## config.mk

```make
export PLATFORM = sky130hd
export DESIGN_NAME = io_uart_hub
export DESIGN_NICKNAME = d
export VERILOG_FILES = /design/src/rtl/io_uart_hub.sv
export SDC_FILE = /design/constraint.sdc
export NUM_CORES = 2
export LEC_CHECK = 0
export ABC_AREA = 1
export BUFFER_PORTS_ARGS = -buffer_cell sky130_fd_sc_hd__buf_2
export CAP_MARGIN = 10
export CELL_PAD_IN_SITES_DETAIL_PLACEMENT = 0
export CELL_PAD_IN_SITES_GLOBAL_PLACEMENT = 1
export CORE_MARGIN = 2
export CORE_UTILIZATION = 35
export CTS_BUF_LIST = sky130_fd_sc_hd__clkbuf_8
export DETAILED_ROUTE_END_ITERATION = 8
export HOLD_SLACK_MARGIN = 0.15
export MAX_ROUTING_LAYER = met4
export PLACE_DENSITY = 0.68
export SYNTH_ARGS = -nofsm -noshare
export SYNTH_HDL_FRONTEND = slang
export SYNTH_HIERARCHICAL = 1
export SYNTH_SLANG_ARGS = --single-unit
```

## constraint.sdc

```tcl
create_clock -name clk -period 3 [get_ports clk]
set_input_delay 0.6 -clock clk [delete_from_list [all_inputs] [get_ports clk]]
set_output_delay 0.6 -clock clk [all_outputs]
set_load 0.03 [all_outputs]
```

## src/rtl/io_uart_hub.sv

```systemverilog
// io_uart_hub: NUM_CH-channel 8N1 UART bridge on the 16-bit serial IO bus.
// Latency: bus acknowledge and read data one cycle after request; irq registered, one cycle.
// Backpressure: TX writes into a full FIFO drop the byte (tx_drop); RX into a full FIFO drops (rx_overrun).
// Ports: clk/reset (sync, active high); address/bus_enable/rw/byte_enable/write_data -> read_data/acknowledge;
//        irq = OR of enabled channel interrupts; rxd/txd = per-channel serial pins, idle high.

// Generic synchronous FIFO, first-word fall-through on pop_dat.
// Latency: push visible on pop_dat the cycle after; count exact 0..DEPTH.
// Backpressure: push while full and pop while empty are ignored.
module io_uart_fifo #(
    parameter int WIDTH = 8,
    parameter int DEPTH = 16
) (
    input  logic                     clk,
    input  logic                     reset,
    input  logic                     push,
    input  logic [WIDTH-1:0]         push_dat,
    input  logic                     pop,
    output logic [WIDTH-1:0]         pop_dat,
    output logic                     full,
    output logic                     empty,
    output logic [$clog2(DEPTH):0]   count
);
    localparam int AW = $clog2(DEPTH);
    localparam logic [AW:0] FULL_CNT = (AW+1)'(DEPTH);

    logic [WIDTH-1:0] mem [DEPTH];
    logic [AW-1:0]    wr_ptr;
    logic [AW-1:0]    rd_ptr;
    logic             do_push;
    logic             do_pop;

    assign full    = (count == FULL_CNT);
    assign empty   = (count == '0);
    assign do_push = push & ~full;
    assign do_pop  = pop & ~empty;
    assign pop_dat = mem[rd_ptr];

    always_ff @(posedge clk) begin
        if (do_push) mem[wr_ptr] <= push_dat;
    end

    always_ff @(posedge clk) begin
        if (reset) begin
            wr_ptr <= '0;
            rd_ptr <= '0;
            count  <= '0;
        end else begin
            if (do_push) wr_ptr <= wr_ptr + 1'b1;
            if (do_pop)  rd_ptr <= rd_ptr + 1'b1;
            case ({do_push, do_pop})
                2'b10:   count <= count + 1'b1;
                2'b01:   count <= count - 1'b1;
                default: count <= count;
            endcase
        end
    end
endmodule

module io_uart_hub #(
    parameter int          NUM_CH      = 4,
    parameter int          FIFO_DEPTH  = 16,
    parameter logic [15:0] BASE_ADDR   = 16'h0200,
    parameter logic [15:0] DEFAULT_DIV = 16'd434
) (
    input  logic              clk,
    input  logic              reset,
    input  logic [15:0]       address,
    input  logic              bus_enable,
    input  logic              rw,
    input  logic [1:0]        byte_enable,
    input  logic [15:0]       write_data,
    output logic [15:0]       read_data,
    output logic              acknowledge,
    output logic              irq,
    input  logic [NUM_CH-1:0] rxd,
    output logic [NUM_CH-1:0] txd
);
    localparam int CHW = (NUM_CH > 1) ? $clog2(NUM_CH) : 1;
    localparam int CW  = $clog2(FIFO_DEPTH) + 1;

    typedef enum logic [1:0] {TX_IDLE, TX_START, TX_DATA, TX_STOP} tx_state_t;
    typedef enum logic [2:0] {RX_IDLE, RX_START, RX_DATA, RX_STOP, RX_BRK} rx_state_t;

    // ---------------- bus decode ----------------
    logic              start_txn;
    logic [15:0]       offs;
    logic              in_win;
    logic [CHW-1:0]    sel_ch;
    logic [2:0]        reg_idx;
    logic [NUM_CH-1:0] ch_hit;
    logic [15:0]       rd_mux;
    logic              unused_addr_lsb;

    logic [NUM_CH-1:0][15:0] data_w;
    logic [NUM_CH-1:0][15:0] status_w;
    logic [NUM_CH-1:0][15:0] ctrl_w;
    logic [NUM_CH-1:0][15:0] div_w;
    logic [NUM_CH-1:0]       irq_cond;

    // A transaction is taken only on the rising side of the handshake so
    // pops/pushes/clears fire exactly once however long bus_enable is held.
    assign start_txn       = bus_enable & ~acknowledge;
    assign offs            = address - BASE_ADDR;
    assign in_win          = (address >= BASE_ADDR) && (offs[15:4] < 12'(NUM_CH));
    assign sel_ch          = offs[4 +: CHW];
    assign reg_idx         = offs[3:1];
    assign unused_addr_lsb = offs[0];

    always_comb begin
        rd_mux = '0;
        for (int c = 0; c < NUM_CH; c++) begin
            if (in_win && sel_ch == CHW'(c)) begin
                case (reg_idx)
                    3'd0:    rd_mux = data_w[c];
                    3'd1:    rd_mux = status_w[c];
                    3'd2:    rd_mux = ctrl_w[c];
                    3'd3:    rd_mux = div_w[c];
                    default: rd_mux = '0;
                endcase
            end
        end
    end

    always_ff @(posedge clk) begin
        if (reset) begin
            acknowledge <= 1'b0;
            read_data   <= '0;
            irq         <= 1'b0;
        end else begin
            irq <= |irq_cond;
            if (start_txn) begin
                acknowledge <= 1'b1;
                read_data   <= rw ? rd_mux : 16'h0000;
            end else if (acknowledge && !bus_enable) begin
                acknowledge <= 1'b0;
            end
        end
    end

    // ---------------- channels ----------------
    for (genvar c = 0; c < NUM_CH; c++) begin : g_ch
        logic        data_wr, data_rd, ctrl_wr, div_wr, flag_clr;
        logic        rx_ie, tx_ie, lb;
        logic [15:0] div_q, eff_div;
        logic        ovr, ferr, tdrop;

        // TX side
        logic          tx_full, tx_empty, tx_pop, tx_line, tx_tick, tx_idle;
        logic [7:0]    tx_head;
        logic [CW-1:0] tx_occ_unused;
        tx_state_t     tx_st, tx_nx;
        logic [15:0]   tx_cnt, tx_div;
        logic [2:0]    tx_bit;
        logic [7:0]    tx_sh;

        // RX side
        logic          rx_full, rx_empty, rx_push, rx_in, rx_fall, rx_tick, rx_half_tick;
        logic          rx_s1, rx_s2, rx_s3;
        logic [7:0]    rx_head;
        logic [CW-1:0] rx_occ;
        rx_state_t     rx_st, rx_nx;
        logic [15:0]   rx_cnt, rx_div;
        logic [2:0]    rx_bit;
        logic [7:0]    rx_sh;

        assign ch_hit[c] = start_txn & in_win & (sel_ch == CHW'(c));
        assign data_wr   = ch_hit[c] & ~rw & (reg_idx == 3'd0) & byte_enable[0];
        assign data_rd   = ch_hit[c] &  rw & (reg_idx == 3'd0);
        assign ctrl_wr   = ch_hit[c] & ~rw & (reg_idx == 3'd2) & byte_enable[0];
        assign div_wr    = ch_hit[c] & ~rw & (reg_idx == 3'd3);
        assign flag_clr  = ctrl_wr & write_data[2];
        assign eff_div   = (div_q < 16'd2) ? 16'd2 : div_q;

        always_ff @(posedge clk) begin
            if (reset) begin
                rx_ie <= 1'b0;
                tx_ie <= 1'b0;
                lb    <= 1'b0;
                div_q <= DEFAULT_DIV;
                ovr   <= 1'b0;
                ferr  <= 1'b0;
                tdrop <= 1'b0;
            end else begin
                if (ctrl_wr) begin
                    rx_ie <= write_data[0];
                    tx_ie <= write_data[1];
                    lb    <= write_data[3];
                end
                if (div_wr && byte_enable[0]) div_q[7:0]  <= write_data[7:0];
                if (div_wr && byte_enable[1]) div_q[15:8] <= write_data[15:8];
                // A new event in the same cycle as a clear wins: it must not be lost.
                if (rx_push && rx_full)                       ovr   <= 1'b1;
                else if (flag_clr)                            ovr   <= 1'b0;
                if (rx_st == RX_STOP && rx_tick && !rx_s2)    ferr  <= 1'b1;
                else if (flag_clr)                            ferr  <= 1'b0;
                if (data_wr && tx_full)                       tdrop <= 1'b1;
                else if (flag_clr)                            tdrop <= 1'b0;
            end
        end

        io_uart_fifo #(.WIDTH(8), .DEPTH(FIFO_DEPTH)) u_tx_fifo (
            .clk(clk), .reset(reset),
            .push(data_wr), .push_dat(write_data[7:0]),
            .pop(tx_pop), .pop_dat(tx_head),
            .full(tx_full), .empty(tx_empty), .count(tx_occ_unused)
        );

        io_uart_fifo #(.WIDTH(8), .DEPTH(FIFO_DEPTH)) u_rx_fifo (
            .clk(clk), .reset(reset),
            .push(rx_push), .push_dat(rx_sh),
            .pop(data_rd), .pop_dat(rx_head),
            .full(rx_full), .empty(rx_empty), .count(rx_occ)
        );

        // ---- TX FSM ----
        assign tx_tick = (tx_cnt == tx_div - 16'd1);

        always_ff @(posedge clk) begin
            if (reset) tx_st <= TX_IDLE;
            else       tx_st <= tx_nx;
        end

        always_comb begin
            tx_nx = tx_st;
            case (tx_st)
                TX_IDLE:  if (!tx_empty) tx_nx = TX_START;
                TX_START: if (tx_tick) tx_nx = TX_DATA;
                TX_DATA:  if (tx_tick && tx_bit == 3'd7) tx_nx = TX_STOP;
                TX_STOP:  if (tx_tick) tx_nx = tx_empty ? TX_IDLE : TX_START;
                default:  tx_nx = TX_IDLE;
            endcase
        end

        // The pop at the end of STOP chains frames with no idle gap.
        always_comb begin
            tx_pop  = 1'b0;
            tx_line = 1'b1;
            case (tx_st)
                TX_IDLE:  tx_pop  = ~tx_empty;
                TX_START: tx_line = 1'b0;
                TX_DATA:  tx_line = tx_sh[0];
                TX_STOP:  tx_pop  = tx_tick & ~tx_empty;
                default:  tx_line = 1'b1;
            endcase
        end

        // Divisor is captured at the frame start so a DIV write mid-frame
        // cannot stretch or shrink the bits already being sent.
        always_ff @(posedge clk) begin
            if (reset) begin
                tx_cnt <= '0;
                tx_div <= 16'd2;
                tx_bit <= '0;
                tx_sh  <= '0;
            end else if (tx_pop) begin
                tx_sh  <= tx_head;
                tx_div <= eff_div;
                tx_cnt <= '0;
                tx_bit <= '0;
            end else if (tx_st != TX_IDLE) begin
                if (tx_tick) begin
                    tx_cnt <= '0;
                    if (tx_st == TX_DATA) begin
                        tx_sh  <= {1'b0, tx_sh[7:1]};
                        tx_bit <= tx_bit + 1'b1;
                    end
                end else begin
                    tx_cnt <= tx_cnt + 16'd1;
                end
            end
        end

        assign tx_idle = tx_empty & (tx_st == TX_IDLE);
        assign txd[c]  = lb ? 1'b1 : tx_line;

        // ---- RX FSM ----
        assign rx_in        = lb ? tx_line : rxd[c];
        assign rx_fall      = rx_s3 & ~rx_s2;
        assign rx_tick      = (rx_cnt == rx_div - 16'd1);
        assign rx_half_tick = (rx_cnt == (rx_div >> 1) - 16'd1);

        always_ff @(posedge clk) begin
            if (reset) begin
                rx_s1 <= 1'b1;
                rx_s2 <= 1'b1;
                rx_s3 <= 1'b1;
                rx_st <= RX_IDLE;
            end else begin
                rx_s1 <= rx_in;
                rx_s2 <= rx_s1;
                rx_s3 <= rx_s2;
                rx_st <= rx_nx;
            end
        end

        always_comb begin
            rx_nx = rx_st;
            case (rx_st)
                RX_IDLE:  if (rx_fall) rx_nx = RX_START;
                RX_START: if (rx_half_tick) rx_nx = rx_s2 ? RX_IDLE : RX_DATA;
                RX_DATA:  if (rx_tick && rx_bit == 3'd7) rx_nx = RX_STOP;
                RX_STOP:  if (rx_tick) rx_nx = rx_s2 ? RX_IDLE : RX_BRK;
                RX_BRK:   if (rx_s2) rx_nx = RX_IDLE;
                default:  rx_nx = RX_IDLE;
            endcase
        end

        always_comb begin
            rx_push = (rx_st == RX_STOP) & rx_tick & rx_s2;
        end

        // While idle the divisor tracks DIV; it freezes once a start edge is seen.
        always_ff @(posedge clk) begin
            if (reset) begin
                rx_cnt <= '0;
                rx_div <= 16'd2;
                rx_bit <= '0;
                rx_sh  <= '0;
            end else begin
                case (rx_st)
                    RX_IDLE: begin
                        rx_cnt <= '0;
                        rx_bit <= '0;
                        rx_div <= eff_div;
                    end
                    RX_START: rx_cnt <= rx_half_tick ? 16'd0 : rx_cnt + 16'd1;
                    RX_DATA: begin
                        if (rx_tick) begin
                            rx_cnt <= '0;
                            rx_sh  <= {rx_s2, rx_sh[7:1]};
                            rx_bit <= rx_bit + 1'b1;
                        end else begin
                            rx_cnt <= rx_cnt + 16'd1;
                        end
                    end
                    RX_STOP: rx_cnt <= rx_cnt + 16'd1;
                    default: rx_cnt <= '0;
                endcase
            end
        end

        // ---- register views ----
        assign data_w[c]   = rx_empty ? 16'h0000 : {7'b0, 1'b1, rx_head};
        assign status_w[c] = {8'(rx_occ), 2'b00, tdrop, tx_idle, ferr, ovr, ~tx_full, ~rx_empty};
        assign ctrl_w[c]   = {12'h000, lb, 1'b0, tx_ie, rx_ie};
        assign div_w[c]    = div_q;
        assign irq_cond[c] = (rx_ie & (~rx_empty | ovr | ferr)) | (tx_ie & tx_idle);
    end
endmodule

```

==> results.ini <==
[outcome]
status=complete, but fails checks
violations=negative setup slack

[logic_synthesis]
synth.distinct_cells=68
netlist_area_um2=77900
yosys_warnings=6
synth-simple-area-share_pct=17.0
synth_edf_count=1024
syn_avg_cell_area_um2=9.62
synth_nets=8260
syn_inst=8096
synth_ff_type=edfxtp_1
post-synth-top-count-cell=nand2_1
ys_seq_area_share_pct=55.3
muxShareOfSynthArea_pct=3.29
synth_xor_area_share_pct=3.82
synth_top_family_by_area=simple AND/OR/NAND/NOR gates
netlist.area_leader.share_pct=39.5
synthAdderAreaFrac_pct=1.96
ys_seq_elements=1642
synth_common_cells=1109 x nand2_1, 1024 x edfxtp_1, 879 x inv_1, 769 x nor2_1, 618 x dfxtp_1
synthTopCellsByArea=edfxtp_1 39%, dfxtp_1 16%, nand2_1 5.3%, inv_1 4.2%, nor2_1 3.7%
async_flop_share_pct=0
synth-compound-area-share_pct=11.8
yosysTopAreaCell=edfxtp_1

[clocking]
clock_sinks=1642
worstSkewPairLatency_ns=1.06
cts-root-buf=clkbuf_8
cts.clk_slew.worst_paths_ns=0.06
cts_buffer_depth=4
cts_buffers=300
cts_tree=yes
h-tree-depth=5

[grt]
grt.overflow.total=0
track_usage_pct=19.4
first_global_vias=58100
grt_max_degree=89
antenna_found_initial=5
grt_pass1_wl_mm=334

[setup_path]
critical_path.startpoint_type=flop
critPathMaxFanout=8
slowest_delay_ns=0.36
ff2ff_path_depth=25
path_class=flop to flop
cp-end-kind=flop
cp.required_ns=3.96
worstPathBufferInverterCount=12
cp_common_cell=buf_6
arrival_ns=4.13
r2r_setup_slack_ns=-0.17
worst_path_dominant_cell_family=buffers and inverters
crit_slowest_cell=dfxtp_4
worstReg2RegEnd=g_ch[0].rx_cnt[11]
r2r_start=g_ch[0].rx_div[2]

[place]
io_buffer_count=62
pre_cts_slack_ns=-0.456
placedCellCount=11500
dp.final_hpwl_mm=151
gp_congestion=0.953

[sta]
finalMaxSlewViolations=0
setup_viol=81
layout_setup_ws_ns=-0.165
timing.fmax_ghz=0.316
worst_slew_pin_slew_ns=0.956
finalCriticalPeriod_ns=3.17
slew_headroom_pct=36.2
finalHoldViolations=0
rsz0062_at_grt=yes
fin_skew_ns=0.0856
fin_crit_sh_pct=106

[detailed_routing]
post_drt_wl_per_cell_um=18.0
vias=59400
routed_via_density=4.91
drc=0
wirelength_mm=218
dr.pass1.iters=6
ant_nets=0
dr.first_iter.drc_count=4393

[final_layout]
areaGrowthSynthToFinish_pct=21.3
n_fill_cell=21400
final_nets=9070
final_cells=12100
drive_gt1_share_pct=20.3

[floorplanning]
die_y_um=476
initial_core_util_pct=35.1
ioPinCount=64
rows=173
core_um2=222000
dieArea_um2=226000
dieWidth_um=476

[power_and_ir_drop]
power_w=0.0548
p_leak_nw=36.0
power_density_nw_per_um2=580
ir_worst_vdd_uv=495

[worst_hold_path]
worstHoldPathCells=4
min-delay-start=address[5]
holdPathEnd=read_data[5]
min_path_type=primary input to flop

[flow_run]
cap_violations=0

## metal layers
metal  vias to the layer above  part of all wire [%]  global-route usage [%]
li1                      29400                     -                       -
met1                     28300                    45                    24.6
met2                      1217                    47                    31.2
met3                       479                   4.1                    2.88
met4                         0                   3.9                    7.52
met5                         -                     0                       -
## cells by family after synthesis
group,Yosys count
AOI/OAI and AO/OA,1606
xor gates and xnor gates,334
adders and majority gates,122
buffers and inverters,1276
DFF,1642
muxes,256
and+or+nand+nor,2860
## worst max-delay path by stage
stage	cells past startpoint	slack, ns	end	from
floorplan	22	-0.002	g_ch[1].u_rx_fifo/count[4]	g_ch[1].rx_div[0]
global route	23	-0.32	g_ch[0].u_rx_fifo/count[4]	g_ch[0].rx_div[1]
global placement	24	-0.53	g_ch[2].u_tx_fifo/count[4]	address[9]
detailed placement	22	-0.46	g_ch[2].u_tx_fifo/count[4]	address[9]
finish	25	-0.17	g_ch[0].rx_cnt[11]	g_ch[0].rx_div[2]
CTS	21	-0.07	g_ch[0].u_rx_fifo/count[4]	g_ch[0].rx_div[2]
## report_power, final
part	internal (W)	switching, W
Sequential	0.0243	0.000593
Clock	0.0113	0.00927
Combinational	0.00374	0.00562
Total	0.0394	0.0155
## area by class of cell
class                           instances  area [um2]  share of cell area [%]
Sequential cell                      1642       43200                    45.7
Tap cell                             2975        3720                    3.94
Inverter                              933        3590                    3.80
Multi-Input combinational cell       5179       31400                    33.2
Clock inverter                        173        1060                    1.12
Antenna cell                            8        20.0                  0.0212
Timing Repair Buffer                  850        6880                    7.28
Clock buffer                          335        4610                    4.88
## cell usage in the layout, fill, tap and decap left out, types with 18 or more instances in the layout
cell / instances
inv_2: 69
xor2_2: 18
ha_1: 80
clkinv_1: 44
buf_6: 40
clkbuf_8: 335
a211oi_1: 69
o21ai_1: 46
nor3b_1: 61
nor2_2: 105
nand3_2: 56
nand3_1: 349
nand2_2: 79
buf_12: 28
buf_2: 57
o211ai_1: 273
nand3b_1: 61
nor3_1: 104
a21oi_1: 564
edfxtp_1: 1024
o2111ai_1: 20
xnor2_1: 119
nor2_4: 68
nor4_1: 33
o21ai_0: 545
nor2_1: 683
clkinv_2: 33
nand2_4: 49
mux2i_1: 256
dfxtp_1: 573
nand2_1: 1041
inv_1: 919
nand4_1: 113
dfxtp_2: 33
xor2_1: 186
buf_4: 686
ha_4: 35
dlygate4sd3_1: 31
## state kept, by name (all words and copies together), names as in the netlist, 32 cells and up, named ones only
signal,cells
g_ch.u_rx_fifo/mem,512
g_ch.rx_cnt,64
g_ch.tx_div,64
g_ch.rx_div,64
g_ch.rx_sh,32
g_ch.u_tx_fifo/mem,512
g_ch.tx_cnt,64
g_ch.div_q,64
g_ch.tx_sh,32
## what timing repair did
item                                    in CTS  in global routing
buffers inserted                            44                 46
endpoints found under the setup margin     532                598
cloned                                       0                  3
pin swaps                                   60                169
hold endpoints to repair                   362                  0
hold buffers                                31                  0
resized for setup                          181                328
## metrics by stage
stage	utilization (%)	setup TNS [ns]	hold slack (ns)	instance area [um2]
2_1_floorplan	-	-0.00189	0.389	78200
3_3_place_gp	38.7	-215.54	0.397	85900
3_5_place_dp	38.7	-222.74	0.400	85900
4_1_cts	41.9	-0.172	0.161	92900
5_1_grt	42.6	-39.17	0.235	94500
6_report	42.6	-3.21	0.272	94500
## tightest hold or removal path, cell delays in order
cell,delay (ns)
buf_2,0.18
buf_4,0.18
o2111ai_1,0.21
a21oi_1,0.07
(Power assumes the default switching activity.)
